===== config.mk =====
export PLATFORM = sky130hd
export DESIGN_NAME = alu_seq_ctrl_flat
export DESIGN_NICKNAME = d
export VERILOG_FILES = /design/src/rtl/alu_seq_ctrl_pkg.sv /design/src/rtl/alu_seq_ctrl_if.sv /design/src/rtl/alu_seq_ctrl_btn_cond.sv /design/src/rtl/alu_seq_ctrl.sv /design/src/flat_wrapper.sv
export SDC_FILE = /design/constraint.sdc
export NUM_CORES = 1
export LEC_CHECK = 0
export CORE_ASPECT_RATIO = 0.7
export CORE_MARGIN = 5
export CORE_UTILIZATION = 55
export CTS_CLUSTER_DIAMETER = 120
export DETAILED_ROUTE_END_ITERATION = 8
export DONT_BUFFER_PORTS = 1
export GPL_TIMING_DRIVEN = 0
export PLACE_DENSITY = 0.83
export SLEW_MARGIN = 20
export SYNTH_ARGS = -nofsm -noshare
export SYNTH_HDL_FRONTEND = slang
export SYNTH_HIERARCHICAL = 1
export SYNTH_SLANG_ARGS = --single-unit
export TNS_END_PERCENT = 50

===== constraint.sdc =====
create_clock -name clk -period 1.95 [get_ports clk]
set_clock_uncertainty 0.05 [all_clocks]
set_input_delay 0.39 -clock clk [delete_from_list [all_inputs] [get_ports clk]]
set_output_delay 0.39 -clock clk [all_outputs]
set_load 0.05 [all_outputs]

===== src/rtl/alu_seq_ctrl_pkg.sv =====
// Shared types and constants for the calculator ALU sequencing controller.
package alu_seq_ctrl_pkg;

    localparam int unsigned RESULT_W = 16;
    localparam int unsigned OP_W     = 2;
    localparam int unsigned CNT_W    = 8;

    typedef enum logic [1:0] {
        S_IDLE  = 2'b00,
        S_GET_B = 2'b01,
        S_EXEC  = 2'b10,
        S_SHOW  = 2'b11
    } state_e;

    typedef enum logic [OP_W-1:0] {
        OP_ADD = 2'b00,
        OP_SUB = 2'b01,
        OP_MUL = 2'b10,
        OP_DIV = 2'b11
    } op_e;

    typedef struct packed {
        logic div;
        logic mul;
        logic sub;
        logic add;
    } sel_t;

    function automatic sel_t decode_op(input op_e op);
        sel_t s;
        s = '0;
        case (op)
            OP_ADD: s.add = 1'b1;
            OP_SUB: s.sub = 1'b1;
            OP_MUL: s.mul = 1'b1;
            OP_DIV: s.div = 1'b1;
        endcase
        return s;
    endfunction

endpackage


===== src/rtl/alu_seq_ctrl_if.sv =====
// Button/switch inputs, ALU feedback and datapath control outputs of the sequencer.
interface alu_seq_ctrl_if;
    import alu_seq_ctrl_pkg::*;

    logic                btn_enter;
    logic [OP_W-1:0]     op;
    logic [RESULT_W-1:0] alu_result;
    logic                alu_status;
    logic                load_a;
    logic                load_b;
    logic                sel_add;
    logic                sel_sub;
    logic                sel_mul;
    logic                sel_div;
    logic [RESULT_W-1:0] result_out;
    logic                flag_out;
    logic                busy;
    logic                done;
    logic [1:0]          state_out;

    modport master (
        input  btn_enter, op, alu_result, alu_status,
        output load_a, load_b, sel_add, sel_sub, sel_mul, sel_div,
               result_out, flag_out, busy, done, state_out
    );

    modport slave (
        output btn_enter, op, alu_result, alu_status,
        input  load_a, load_b, sel_add, sel_sub, sel_mul, sel_div,
               result_out, flag_out, busy, done, state_out
    );

endinterface


===== src/rtl/alu_seq_ctrl_btn_cond.sv =====
// Enter-button conditioning: 2-flop synchroniser, optional debounce, one-cycle press pulse.
// Build option: ALU_SEQ_DEBOUNCE_EN adds the DEBOUNCE_CYCLES stability filter.
module alu_seq_ctrl_btn_cond #(
    parameter int unsigned DEBOUNCE_CYCLES = 16
) (
    input  logic clk,
    input  logic rst,
    input  logic btn_raw,
    output logic press
);

    if (DEBOUNCE_CYCLES < 1) begin : g_db_range
        $error("DEBOUNCE_CYCLES must be at least 1");
    end

    logic sync1_q, sync1_d;
    logic sync2_q, sync2_d;
    logic prev_q, prev_d;
    logic press_q, press_d;
    logic level;

`ifdef ALU_SEQ_DEBOUNCE_EN
    localparam int unsigned DB_W = (DEBOUNCE_CYCLES > 1) ? $clog2(DEBOUNCE_CYCLES) : 1;

    logic [DB_W-1:0] db_cnt_q, db_cnt_d;
    logic            filt_q, filt_d;

    // Filtered level follows the synchronised level only after DEBOUNCE_CYCLES equal samples
    always_comb begin
        db_cnt_d = db_cnt_q;
        filt_d   = filt_q;
        if (sync2_q == filt_q) begin
            db_cnt_d = '0;
        end else if (db_cnt_q == DB_W'(DEBOUNCE_CYCLES - 1)) begin
            filt_d   = sync2_q;
            db_cnt_d = '0;
        end else begin
            db_cnt_d = db_cnt_q + DB_W'(1);
        end
    end

    always_ff @(posedge clk or posedge rst) begin
        if (rst) begin
            db_cnt_q <= '0;
            filt_q   <= 1'b0;
        end else begin
            db_cnt_q <= db_cnt_d;
            filt_q   <= filt_d;
        end
    end

    assign level = filt_q;
`else
    assign level = sync2_q;
`endif

    always_comb begin
        sync1_d = btn_raw;
        sync2_d = sync1_q;
        prev_d  = level;
        press_d = level & ~prev_q;
    end

    always_ff @(posedge clk or posedge rst) begin
        if (rst) begin
            sync1_q <= 1'b0;
            sync2_q <= 1'b0;
            prev_q  <= 1'b0;
            press_q <= 1'b0;
        end else begin
            sync1_q <= sync1_d;
            sync2_q <= sync2_d;
            prev_q  <= prev_d;
            press_q <= press_d;
        end
    end

    assign press = press_q;

endmodule


===== src/rtl/alu_seq_ctrl.sv =====
// Enter-button sequencer for the 8-bit calculator: load A -> load B -> execute -> show.
// Build option: ALU_SEQ_DEBOUNCE_EN enables button debouncing in the conditioning block.
module alu_seq_ctrl
    import alu_seq_ctrl_pkg::*;
#(
    parameter int unsigned EXEC_CYCLES     = 4,
    parameter int unsigned DEBOUNCE_CYCLES = 16
) (
    input  logic           clk,
    input  logic           rst,
    alu_seq_ctrl_if.master bus
);

    if (EXEC_CYCLES < 1 || EXEC_CYCLES > 255) begin : g_exec_range
        $error("EXEC_CYCLES must be in 1..255");
    end

    logic press;

    alu_seq_ctrl_btn_cond #(
        .DEBOUNCE_CYCLES(DEBOUNCE_CYCLES)
    ) u_btn_cond (
        .clk    (clk),
        .rst    (rst),
        .btn_raw(bus.btn_enter),
        .press  (press)
    );

    state_e              state_q, state_d;
    op_e                 op_q, op_d;
    logic [CNT_W-1:0]    cnt_q, cnt_d;
    logic                load_a_q, load_a_d;
    logic                load_b_q, load_b_d;
    sel_t                sel_q, sel_d;
    logic [RESULT_W-1:0] result_q, result_d;
    logic                flag_q, flag_d;
    logic                busy_q, busy_d;
    logic                done_q, done_d;

    // Next state plus next value of every registered output
    always_comb begin
        state_d  = state_q;
        op_d     = op_q;
        cnt_d    = cnt_q;
        load_a_d = 1'b0;
        load_b_d = 1'b0;
        result_d = result_q;
        flag_d   = flag_q;
        done_d   = 1'b0;

        case (state_q)
            S_IDLE, S_SHOW: begin
                if (press) begin
                    load_a_d = 1'b1;
                    state_d  = S_GET_B;
                end
            end
            S_GET_B: begin
                // Stay here while load_b pulses so the strobe never overlaps S_EXEC
                if (load_b_q) begin
                    state_d = S_EXEC;
                end else if (press) begin
                    load_b_d = 1'b1;
                    op_d     = op_e'(bus.op);
                    cnt_d    = CNT_W'(EXEC_CYCLES - 1);
                end
            end
            S_EXEC: begin
                if (cnt_q == '0) begin
                    result_d = bus.alu_result;
                    flag_d   = bus.alu_status;
                    done_d   = 1'b1;
                    state_d  = S_SHOW;
                end else begin
                    cnt_d = cnt_q - CNT_W'(1);
                end
            end
        endcase

        busy_d = (state_d == S_EXEC);
        sel_d  = (state_d == S_EXEC || state_d == S_SHOW) ? decode_op(op_d) : '0;
    end

    always_ff @(posedge clk or posedge rst) begin
        if (rst) begin
            state_q  <= S_IDLE;
            op_q     <= OP_ADD;
            cnt_q    <= '0;
            load_a_q <= 1'b0;
            load_b_q <= 1'b0;
            sel_q    <= '0;
            result_q <= '0;
            flag_q   <= 1'b0;
            busy_q   <= 1'b0;
            done_q   <= 1'b0;
        end else begin
            state_q  <= state_d;
            op_q     <= op_d;
            cnt_q    <= cnt_d;
            load_a_q <= load_a_d;
            load_b_q <= load_b_d;
            sel_q    <= sel_d;
            result_q <= result_d;
            flag_q   <= flag_d;
            busy_q   <= busy_d;
            done_q   <= done_d;
        end
    end

    assign bus.load_a     = load_a_q;
    assign bus.load_b     = load_b_q;
    assign bus.sel_add    = sel_q.add;
    assign bus.sel_sub    = sel_q.sub;
    assign bus.sel_mul    = sel_q.mul;
    assign bus.sel_div    = sel_q.div;
    assign bus.result_out = result_q;
    assign bus.flag_out   = flag_q;
    assign bus.busy       = busy_q;
    assign bus.done       = done_q;
    assign bus.state_out  = state_q;

endmodule


===== src/flat_wrapper.sv =====
// flat-port wrapper written by rule: the top's interface ports become plain ports
module alu_seq_ctrl_flat import alu_seq_ctrl_pkg::*;
#(
    parameter int unsigned EXEC_CYCLES     = 4,
    parameter int unsigned DEBOUNCE_CYCLES = 16
)
  (clk, rst, bus_btn_enter, bus_op, bus_alu_result, bus_alu_status, bus_load_a, bus_load_b, bus_sel_add, bus_sel_sub, bus_sel_mul, bus_sel_div, bus_result_out, bus_flag_out, bus_busy, bus_done, bus_state_out);
  alu_seq_ctrl_if bus_i ();
  input  logic clk;
  input  logic rst;
  input wire logic [$bits(bus_i.btn_enter)-1:0] bus_btn_enter;
  input wire logic [$bits(bus_i.op)-1:0] bus_op;
  input wire logic [$bits(bus_i.alu_result)-1:0] bus_alu_result;
  input wire logic [$bits(bus_i.alu_status)-1:0] bus_alu_status;
  output wire logic [$bits(bus_i.load_a)-1:0] bus_load_a;
  output wire logic [$bits(bus_i.load_b)-1:0] bus_load_b;
  output wire logic [$bits(bus_i.sel_add)-1:0] bus_sel_add;
  output wire logic [$bits(bus_i.sel_sub)-1:0] bus_sel_sub;
  output wire logic [$bits(bus_i.sel_mul)-1:0] bus_sel_mul;
  output wire logic [$bits(bus_i.sel_div)-1:0] bus_sel_div;
  output wire logic [$bits(bus_i.result_out)-1:0] bus_result_out;
  output wire logic [$bits(bus_i.flag_out)-1:0] bus_flag_out;
  output wire logic [$bits(bus_i.busy)-1:0] bus_busy;
  output wire logic [$bits(bus_i.done)-1:0] bus_done;
  output wire logic [$bits(bus_i.state_out)-1:0] bus_state_out;
  assign bus_i.btn_enter = bus_btn_enter;
  assign bus_i.op = bus_op;
  assign bus_i.alu_result = bus_alu_result;
  assign bus_i.alu_status = bus_alu_status;
  assign bus_load_a = bus_i.load_a;
  assign bus_load_b = bus_i.load_b;
  assign bus_sel_add = bus_i.sel_add;
  assign bus_sel_sub = bus_i.sel_sub;
  assign bus_sel_mul = bus_i.sel_mul;
  assign bus_sel_div = bus_i.sel_div;
  assign bus_result_out = bus_i.result_out;
  assign bus_flag_out = bus_i.flag_out;
  assign bus_busy = bus_i.busy;
  assign bus_done = bus_i.done;
  assign bus_state_out = bus_i.state_out;
  alu_seq_ctrl #(.EXEC_CYCLES(EXEC_CYCLES), .DEBOUNCE_CYCLES(DEBOUNCE_CYCLES)) u_core (.clk(clk), .rst(rst), .bus(bus_i));
endmodule

---- Word-level counts from Yosys, hierarchy flattened ----
Cells that the tools add are included.
Widths: inputs -> output; s select.
word-level totals
  bits in registers ....................... 41
  bits of input ports ..................... 22
  output and inout port bits .............. 27
  logic and storage cells ................. 61
operators by class
  add/subtract/negate cells ............... 1
  equal/unequal tests ..................... 11
  multiplexer cells ....................... 22
  bitwise logic cells ..................... 2
  reduce and logical (&&, ||, !) cells .... 8
operator list
  cell                 number
  $mux 8               3
  $pmux 8 s2           1
  $eq 2x2->1 const B   6
  $mux 2               6
  $mux 1               10
  $logic_not 8->1      1
  $sub 8x1->8 const B  1
  $ne 2x2->1 const B   3
  $pmux 2 s3           1
  $eq 2x1->1 const B   2
  $logic_not 2->1      2
  $mux 4               1
  $reduce_and 4->1     1
  $reduce_and 2->1     1
  $reduce_bool 2->1    1
  $reduce_or 2->1      1
  $and 1x1->1          1
  $logic_or 1x1->1     1
  $not 1->1            1

---- Longest topological paths before layout ----
  word-level depth ........................ 6
  mapped depth ............................ 8
  gate-level depth less buffers ........... 7

---- Cells and area by module ----
The synthesis kept the hierarchy.
by module, submodules not included
  module                 times used  cells each  area each (um^2)  sequential area each (um^2)
  alu_seq_ctrl           1           132         1,685.4           925.9
  alu_seq_ctrl_btn_cond  1           6           117.6             100.1

---- Worst setup path after synthesis ----
OpenSTA, ideal clock, no wires.
  path kind ............................... reg2reg
  start ................................... register u_core.state_q[1], in the netlist u_core/bus.state_out[1]
  end ..................................... register u_core.flag_q, in the netlist u_core/bus.flag_out
  setup time .............................. 0.125 ns
  data arrival time ....................... 2.019 ns
  data required time ...................... 1.775 ns
  path slack .............................. -0.244 ns
  stages on the path, launching flop included .. 7
  buffers on the path ..................... 2
  period minus slack after synthesis ...... 2.194 ns
  cells stage by stage .................... dfrtp_1 > ha_1 > nand4bb_1 > or3_1 > buf_6 > buf_12 > mux2_4
on the way
  word-level cells in the longest chain between the ends .. 2
RTL lines
  item                        RTL line             RTL
  start: declaration          alu_seq_ctrl.sv:29   state_e state_q, state_d;
  start signal: assignment    alu_seq_ctrl.sv:97   state_q <= state_d;
  $eq 2x2->1                  alu_seq_ctrl.sv:51   case (state_q)
  $reduce_and 2->1 (no line)  --
  end signal: assignment      alu_seq_ctrl.sv:104  flag_q <= flag_d;
  end: declaration            alu_seq_ctrl.sv:36   logic flag_q, flag_d;
Every way passes these cells.
A chain may end at the register's enable or synchronous reset.

---- Final worst setup path ----
  start ................................... register u_core.state_q[0], in the netlist u_core/bus.state_out[0]
  end ..................................... register u_core.result_q[13], in the netlist u_core/bus.result_out[13]
on the way
  word-level cells in the longest chain between the ends .. 2
RTL lines
  item                        RTL line             RTL
  $eq 2x2->1                  alu_seq_ctrl.sv:51
  $reduce_and 2->1 (no line)  --
  end signal: assignment      alu_seq_ctrl.sv:103  result_q <= result_d;
  end: declaration            alu_seq_ctrl.sv:35   logic [RESULT_W-1:0] result_q, result_d;
Every way passes these cells.

==> results by group <==
Clock tree
  – CTS Root Cell: clkbuf_8
  – Max Root-Sink Buffers: 2
  – CTS tree: done
  – CTS sink count: between 40 and 50
  – Clock latency on the worst-skew pair: between 0.2 and 0.3 ns
  – CTS buffer count: 5
  – H-tree levels: 2
  – Clock-pin transition on the worst setup and hold timing paths: 0.07 ns

STA
  – Final setup vio count: 21
  – Final worst-path cycle share: 1.038
  – Final slew viol count: 0
  – Worst-Margin Slew: about 0.75 ns
  – Fmax: a little under 0.5 GHz
  – Rel. slew slack: 0.4993
  – Hold_ws: 0.04961 ns
  – Final Hold Viols: 0
  – RSZ-0062 raised after global routing: yes
  – Fin Setup TNS: -1.176 ns
  – Setup ws final: -0.07345 ns
  – Tmin final: around 2.0 ns

Floorplanning
  – Die Area: ~4500 um2
  – Initial Util: 0.5727
  – Die W: around 80 um
  – I/O pins: slightly below 50
  – Row cnt: 17
  – Die Height: a little under 60 um
  – CORE AREA: roughly 3100 um2

Synth
  – #FFs+latches synth: approximately 40
  – Cell Area, Synth: roughly 1800 um2
  – Synth warn: 6
  – Largest cells by area after synthesis: dfrtp_1, mux2_4, ha_1
  – Gate Count Post-Synth: around 140
  – Post-synth cell types: 36
  – Mapped Avg Cell Area: 13.07 um2
  – Cell taking the most area after synthesis: dfrtp_1
  – Post-synthesis sequential area ratio: 0.5690
  – Post-synth top area share: 0.5690
  – Syn_nets: about 160

Layout
  – Final cell count without fillers: between 150 and 200
  – Layout cells sized above 1: 0.3484
  – Post-route cell area: about 2100 um2
  – Area Growth Syn to Fin: 16.17%
  – Antenna diodes: 0
  – Most frequent cells in the layout: dfrtp_1, mux2_4, buf_4
  – Most common cell after layout, fill and taps aside: dfrtp_1
  – Fin nets: between 150 and 200

Global route
  – Total GRT Usage: 0.1753
  – Initial antenna violation count: 0
  – Total gr overflow: 0
  – Largest net degree at the start of global routing: 38
  – First-pass GRT wire length: around 6000 um
  – Vias in the first global route: between 1000 and 1500

Critical path
  – CP max stage cell: dfrtp_4
  – Worst EP arrival: between 2 and 2.5 ns
  – Worst Path Max Fanout: 10
  – Cell Chain, Critical Path: inv_4 -> ha_4 -> nand4bb_4 -> or3_4 -> buf_12 -> mux2_4
  – CP startpoint: u_core/bus.state_out[0]
  – Slowest stage delay, CP: 0.59 ns
  – RR Startpoint: u_core/bus.state_out[0]
  – Type of origin of the critical path: register
  – CP required: ~2.1 ns
  – Worst path bufs/invs: 2
  – Crit Path Class: reg -> reg
  – Delay-heaviest family, CP: flip-flops
  – Crit end category: register

Outcome
  – Run status: finished with violations
  – Failing checks: setup timing

Worst hold path
  – Hold WC Path Type: in -> async

Pwr
  – PD cells: 1502 nW/um2
  – VDD IR max: about 1.2 mV
  – Leakage power: between 1 and 1.5 nW
  – Total power: 0.003145 W

Placed design
  – Post-DP HPWL: roughly 2500 um
  – Placer Congestion: between 0.8 and 0.9
  – Placed cells: approximately 180
  – Area after DPL: ~1900 um2
  – IO buf count: 0

Route
  – Per-cell routed wire length: slightly above 20 um
  – Total Wirelength: ~3900 um
  – DR vias: roughly 1200
  – Antenna viol nets, final: 0
  – DRC: 0
  – Initial DRC Count: around 110
  – DR pass1 iterations: 4
  – Vias per std cell: between 6 and 7

Job
  – Max Cap Viol: 0
-- per-stage QoR --
stage                     worst slack (ns)    util
final                             -0.07345  0.6653
after global routing               -0.1287  0.6653
after CTS                         -0.05283  0.6518
after detailed placement           -0.1642  0.5934
after global placement             -0.1275  0.5934
after floorplan                   -0.01884       -
-- registers in the layout, indices dropped and copies added (netlist names) --
register / count
u_core/u_btn_cond/level: 1
u_core/u_btn_cond/press: 1
u_core/u_btn_cond/sync1_q: 1
u_core/bus.busy: 1
u_core/op_q: 2
u_core/u_btn_cond/prev_q: 1
u_core/bus.sel_div: 1
u_core/bus.sel_sub: 1
u_core/bus.load_b: 1
u_core/bus.flag_out: 1
u_core/bus.sel_add: 1
u_core/bus.load_a: 1
u_core/bus.sel_mul: 1
u_core/bus.result_out: 16
u_core/bus.done: 1
u_core/bus.state_out: 2
u_core/cnt_q: 8
-- cells by family after synthesis --
kind of cell	Yosys count	share of synthesized area
flops	41	0.5690
compound gates	23	0.08814
simple gates	35	0.1131
mux	19	0.1513
fa+ha+maj	4	0.02776
buf+inv	16	0.05066
-- per-layer routing --
layer | track usage | wire length (um) | part of all wire | vias to the layer above
li1 | - | - | - | 516
met1 | 0.2153 | 1625 | 0.42 | 607
met2 | 0.2756 | 1915 | 0.49 | 46
met3 | 0.07453 | 241 | 0.062 | 18
met4 | 0.07232 | 119 | 0.031 | 0
met5 | 0 | 0 | 0 | -
-- cell usage after synthesis --
| cell type | instances |
|---|---|
| and2_1 | 1 |
| and3_1 | 2 |
| nor2b_1 | 2 |
| or3_1 | 4 |
| nand3b_1 | 1 |
| o311ai_0 | 2 |
| nand2_1 | 6 |
| nand3_1 | 5 |
| buf_12 | 1 |
| a41oi_1 | 1 |
| a2111o_1 | 1 |
| mux2_4 | 16 |
| a21oi_1 | 5 |
| inv_1 | 12 |
| a31oi_1 | 1 |
| nor2b_4 | 1 |
| nand4bb_1 | 1 |
| nand4_1 | 1 |
| nor2_1 | 5 |
| mux2i_1 | 1 |
| dfrtp_1 | 41 |
| clkbuf_1 | 1 |
| buf_6 | 2 |
| and4_1 | 1 |
| or3_4 | 1 |
| o211ai_1 | 3 |
| o21bai_1 | 1 |
| ha_1 | 4 |
| o21ai_0 | 4 |
| o21a_1 | 1 |
| mux2_2 | 2 |
| nor3_1 | 2 |
| a211oi_1 | 2 |
| a2111oi_0 | 1 |
| a22o_1 | 1 |
| nand2b_1 | 2 |
-- final cells by class --
type	instances	area [um2]
fill	207	1054
sequential	41	1031
multi-input combinational	81	760.7
clock buffer	8	90.09
timing repair buffer	10	77.57
inverter	12	47.55
tap	38	47.55
buffer	3	40.04
-- worst reg2reg max path, cell delays in order (launching register included) --
cell	delay, ns
dfrtp_4	0.59
inv_4	0.10
ha_4	0.17
nand4bb_4	0.13
or3_4	0.40
buf_12	0.17
mux2_4	0.30
-- report_power, final --
group / internal [W] / switching (W) / leakage [nW] / total, W
Sequential: 0.00107 / 0.000804 / 0.509 / 0.00188
Combinational: 0.000384 / 0.000329 / 0.448 / 0.000713
Clock: 0.000288 / 0.000268 / 0.0455 / 0.000557
Total: 0.00174 / 0.00140 / 1.00 / 0.00315
-- final timing paths --
| kind | to | slack (ns) | cells past startpoint |
|---|---|---|---|
| hold reg to reg | u_core/u_btn_cond/level | 0.31 | 0 |
| setup / recovery | u_core/bus.result_out[13] | -0.07 | 6 |
| hold / removal | u_core/bus.result_out[7] | 0.05 | 1 |
| max in group asynchronous | u_core/bus.state_out[0] | 1.25 | 1 |
| setup reg to reg | u_core/bus.result_out[13] | -0.07 | 6 |
| min in group clk | u_core/u_btn_cond/sync1_q | 0.07 | 0 |
-- timing repair --
action / in CTS / in global routing
setup buffers: 7 / 2
setup endpoints to repair: 27 / 28
hold endpoints to repair: 4 / 0
pin swaps: 2 / 1
hold buffers: 1 / 0
resized for setup: 8 / 8
Note: power is estimated with default switching activity, not from simulation.
==> patch: new RTL, same flow settings <==
Set the package constant `RESULT_W` to 14 (it was 16).
--- a/src/rtl/alu_seq_ctrl_pkg.sv
+++ b/src/rtl/alu_seq_ctrl_pkg.sv
@@ -3,3 +3,3 @@
 
-    localparam int unsigned RESULT_W = 16;
+    localparam int unsigned RESULT_W = 14;
     localparam int unsigned OP_W     = 2;
Ports: changed (resized bus_alu_result and bus_result_out); port bits go from 49 to 45. No check against the original RTL was run, so the function may have changed too.
==> patch against the unedited design <==
Routed wire length decreased by 16%. Sequential cell count decreased by 2. Cell area fell by 9.4%. Power fell by 12%. Worst hold slack worse by 5.1 ps. Critical path depth is the same. Synthesized area down 7.8%. Setup slack better by 130 ps. Largest cell class unchanged. Highest routed layer unchanged.
==> patch: results <==
export IMPL_path_clk_slew_ps=70
export IMPL_synth_fa_ha_area_frac=0.03012
export IMPL_p_leak_nw=0.8893
export IMPL_insertedDiodeCount=0
export IMPL_hp_class="in -> async"
export IMPL_post_dp_hpwl_mm=2.341
export IMPL_status="finished clean"
export IMPL_numPortBuffers=0
export IMPL_totalWireLength_mm=3.280
export IMPL_peakVddDrop_mv=0.7791
export IMPL_drc=0
export IMPL_placedInstanceArea_sq_um=1709
export IMPL_largest_register_ffs=14
export IMPL_yosysWarningCount=6
export IMPL_slew_headroom=0.5207
export IMPL_crit_start="u_core/bus.state_out[0]$_DFF_PP0_"
export IMPL_synth_xor_area_share=0
export IMPL_synthTopCellsByArea="dfrtp_1 59%, mux2_2 8.8%, ha_1 3.0%"
export IMPL_reg2reg_to="u_core/bus.result_out[1]$_DFFE_PP0P_"
export IMPL_nets=168
export IMPL_drtPass1Iterations=4
export IMPL_htreeDepth=2
export IMPL_grt_util_met1=0.1991
export IMPL_sw_frac_of_total=0.4381
export IMPL_drtIter0Drc=74
export IMPL_cts_buffer_depth=2
export IMPL_gp_congestion=0.8777
export IMPL_grtUsageMet3=0.05776
export IMPL_yosysSeqAreaShare=0.5873
export IMPL_drive_above_1_share=0.3034
export IMPL_layout_cells_non_filler=181
export IMPL_root_buffer="clkbuf_8"
export IMPL_numCtsBuffers=5
export IMPL_grt_pass1_wl_mm=5.313
export IMPL_r2r_slack_ps=50
export IMPL_via_per_inst=5.729
export IMPL_antenna_found_initial=0
export IMPL_clock_latency_ps=280
export IMPL_place_inst=167
export IMPL_grt_usage=0.1676
export IMPL_yosys_top_cells_count="39 x dfrtp_1, 13 x mux2_2, 12 x inv_1"
export IMPL_critPathMaxFanout=10
export IMPL_grt_max_degree=36
export IMPL_synth_compound_area_frac=0.08283
export IMPL_worstPathArrival_ps=2010
export IMPL_use_met2=0.2755
export IMPL_avgSynthCellArea_sq_um=12.68
export IMPL_grt_pass1_vias=1066
export IMPL_worst_r2r_cell_count=6
export IMPL_muxShareOfSynthArea=0.1137
export IMPL_ys_types=37
export IMPL_synth_nets=155
[patch: changes by cell type in the layout (fill, tap and decap cells not counted), moves of 3 or more]
| cell | unedited run | this run |
|---|---|---|
| nand4b_1 | 0 | 3 |
| buf_4 | 9 | 6 |
| mux2_4 | 17 | 0 |
| mux2_2 | 1 | 13 |
[patch: metrics by stage]
stage	hold WS, ps	worst slack [ps]	utilization	total power, mW
after detailed placement	118.3	-235.1	0.6012	2.142
after global placement	112.4	-166.5	0.6012	2.096
after CTS	62.78	8.137	0.6624	2.767
final	44.53	52.73	0.6673	2.765
after floorplan	106.1	2.990	-	2.014
after global routing	69.46	-42.45	0.6673	2.905
[patch: how the worst max path moves through the flow]
stage | end | slack, ps
after CTS | u_core/cnt_q[0]$_DFFE_PP0P_ | 8
after detailed placement | u_core/bus.result_out[1]$_DFFE_PP0P_ | -240
after global routing | u_core/cnt_q[0]$_DFFE_PP0P_ | -40
final | u_core/bus.result_out[1]$_DFFE_PP0P_ | 50
after floorplan | u_core/bus.result_out[2]$_DFFE_PP0P_ | 3
after global placement | u_core/bus.result_out[1]$_DFFE_PP0P_ | -170
[patch: kinds of logic after synthesis]
kind of cell | count (synthesis)
flops | 39
buf+inv | 15
mux | 17
simple gates | 39
compound gates | 17
fa+ha+maj | 4
[patch: what timing repair did]
| item | in CTS | in global routing |
|---|---|---|
| buffers inserted | 5 | 1 |
| hold buffers | 1 | 0 |
| resized for setup | 8 | 5 |
| endpoints found under the hold margin | 4 | 0 |
| setup endpoints to repair | 29 | 21 |
| gates cloned | 0 | 0 |
| pin swaps | 3 | 2 |
[patch: cell type report]
cell class	count	area, sq um
buffer	2	15.01
clock buffer	8	100.1
fill	214	945.9
inverter	12	45.04
multi-input combinational	77	658.1
sequential	39	978.4
tap	36	45.04
timing repair buffer	7	55.05
[patch: power by group through the flow]
| stage | clock (mW) | combinational, mW | sequential [mW] |
|---|---|---|---|
| 6_report | 0.573 | 0.478 | 1.71 |
| 5_1_grt | 0.627 | 0.531 | 1.75 |
| 4_1_cts | 0.582 | 0.467 | 1.72 |
| 3_5_place_dp | 0 | 0.408 | 1.73 |
| 3_3_place_gp | 0 | 0.374 | 1.72 |
| 2_1_floorplan | 0 | 0.333 | 1.68 |
[patch: critical path, stage by stage, from the launching register on]
cell	delay, ps
dfrtp_2	540
inv_2	120
ha_4	170
and4bb_4	290
nand2_4	100
buf_6	190
mux2_1	320
[patch: routing by layer]
metal,vias to the layer above,part of all wire
met5,-,0
met4,0,0.013
met3,7,0.068
met2,42,0.52
met1,509,0.39
li1,479,-
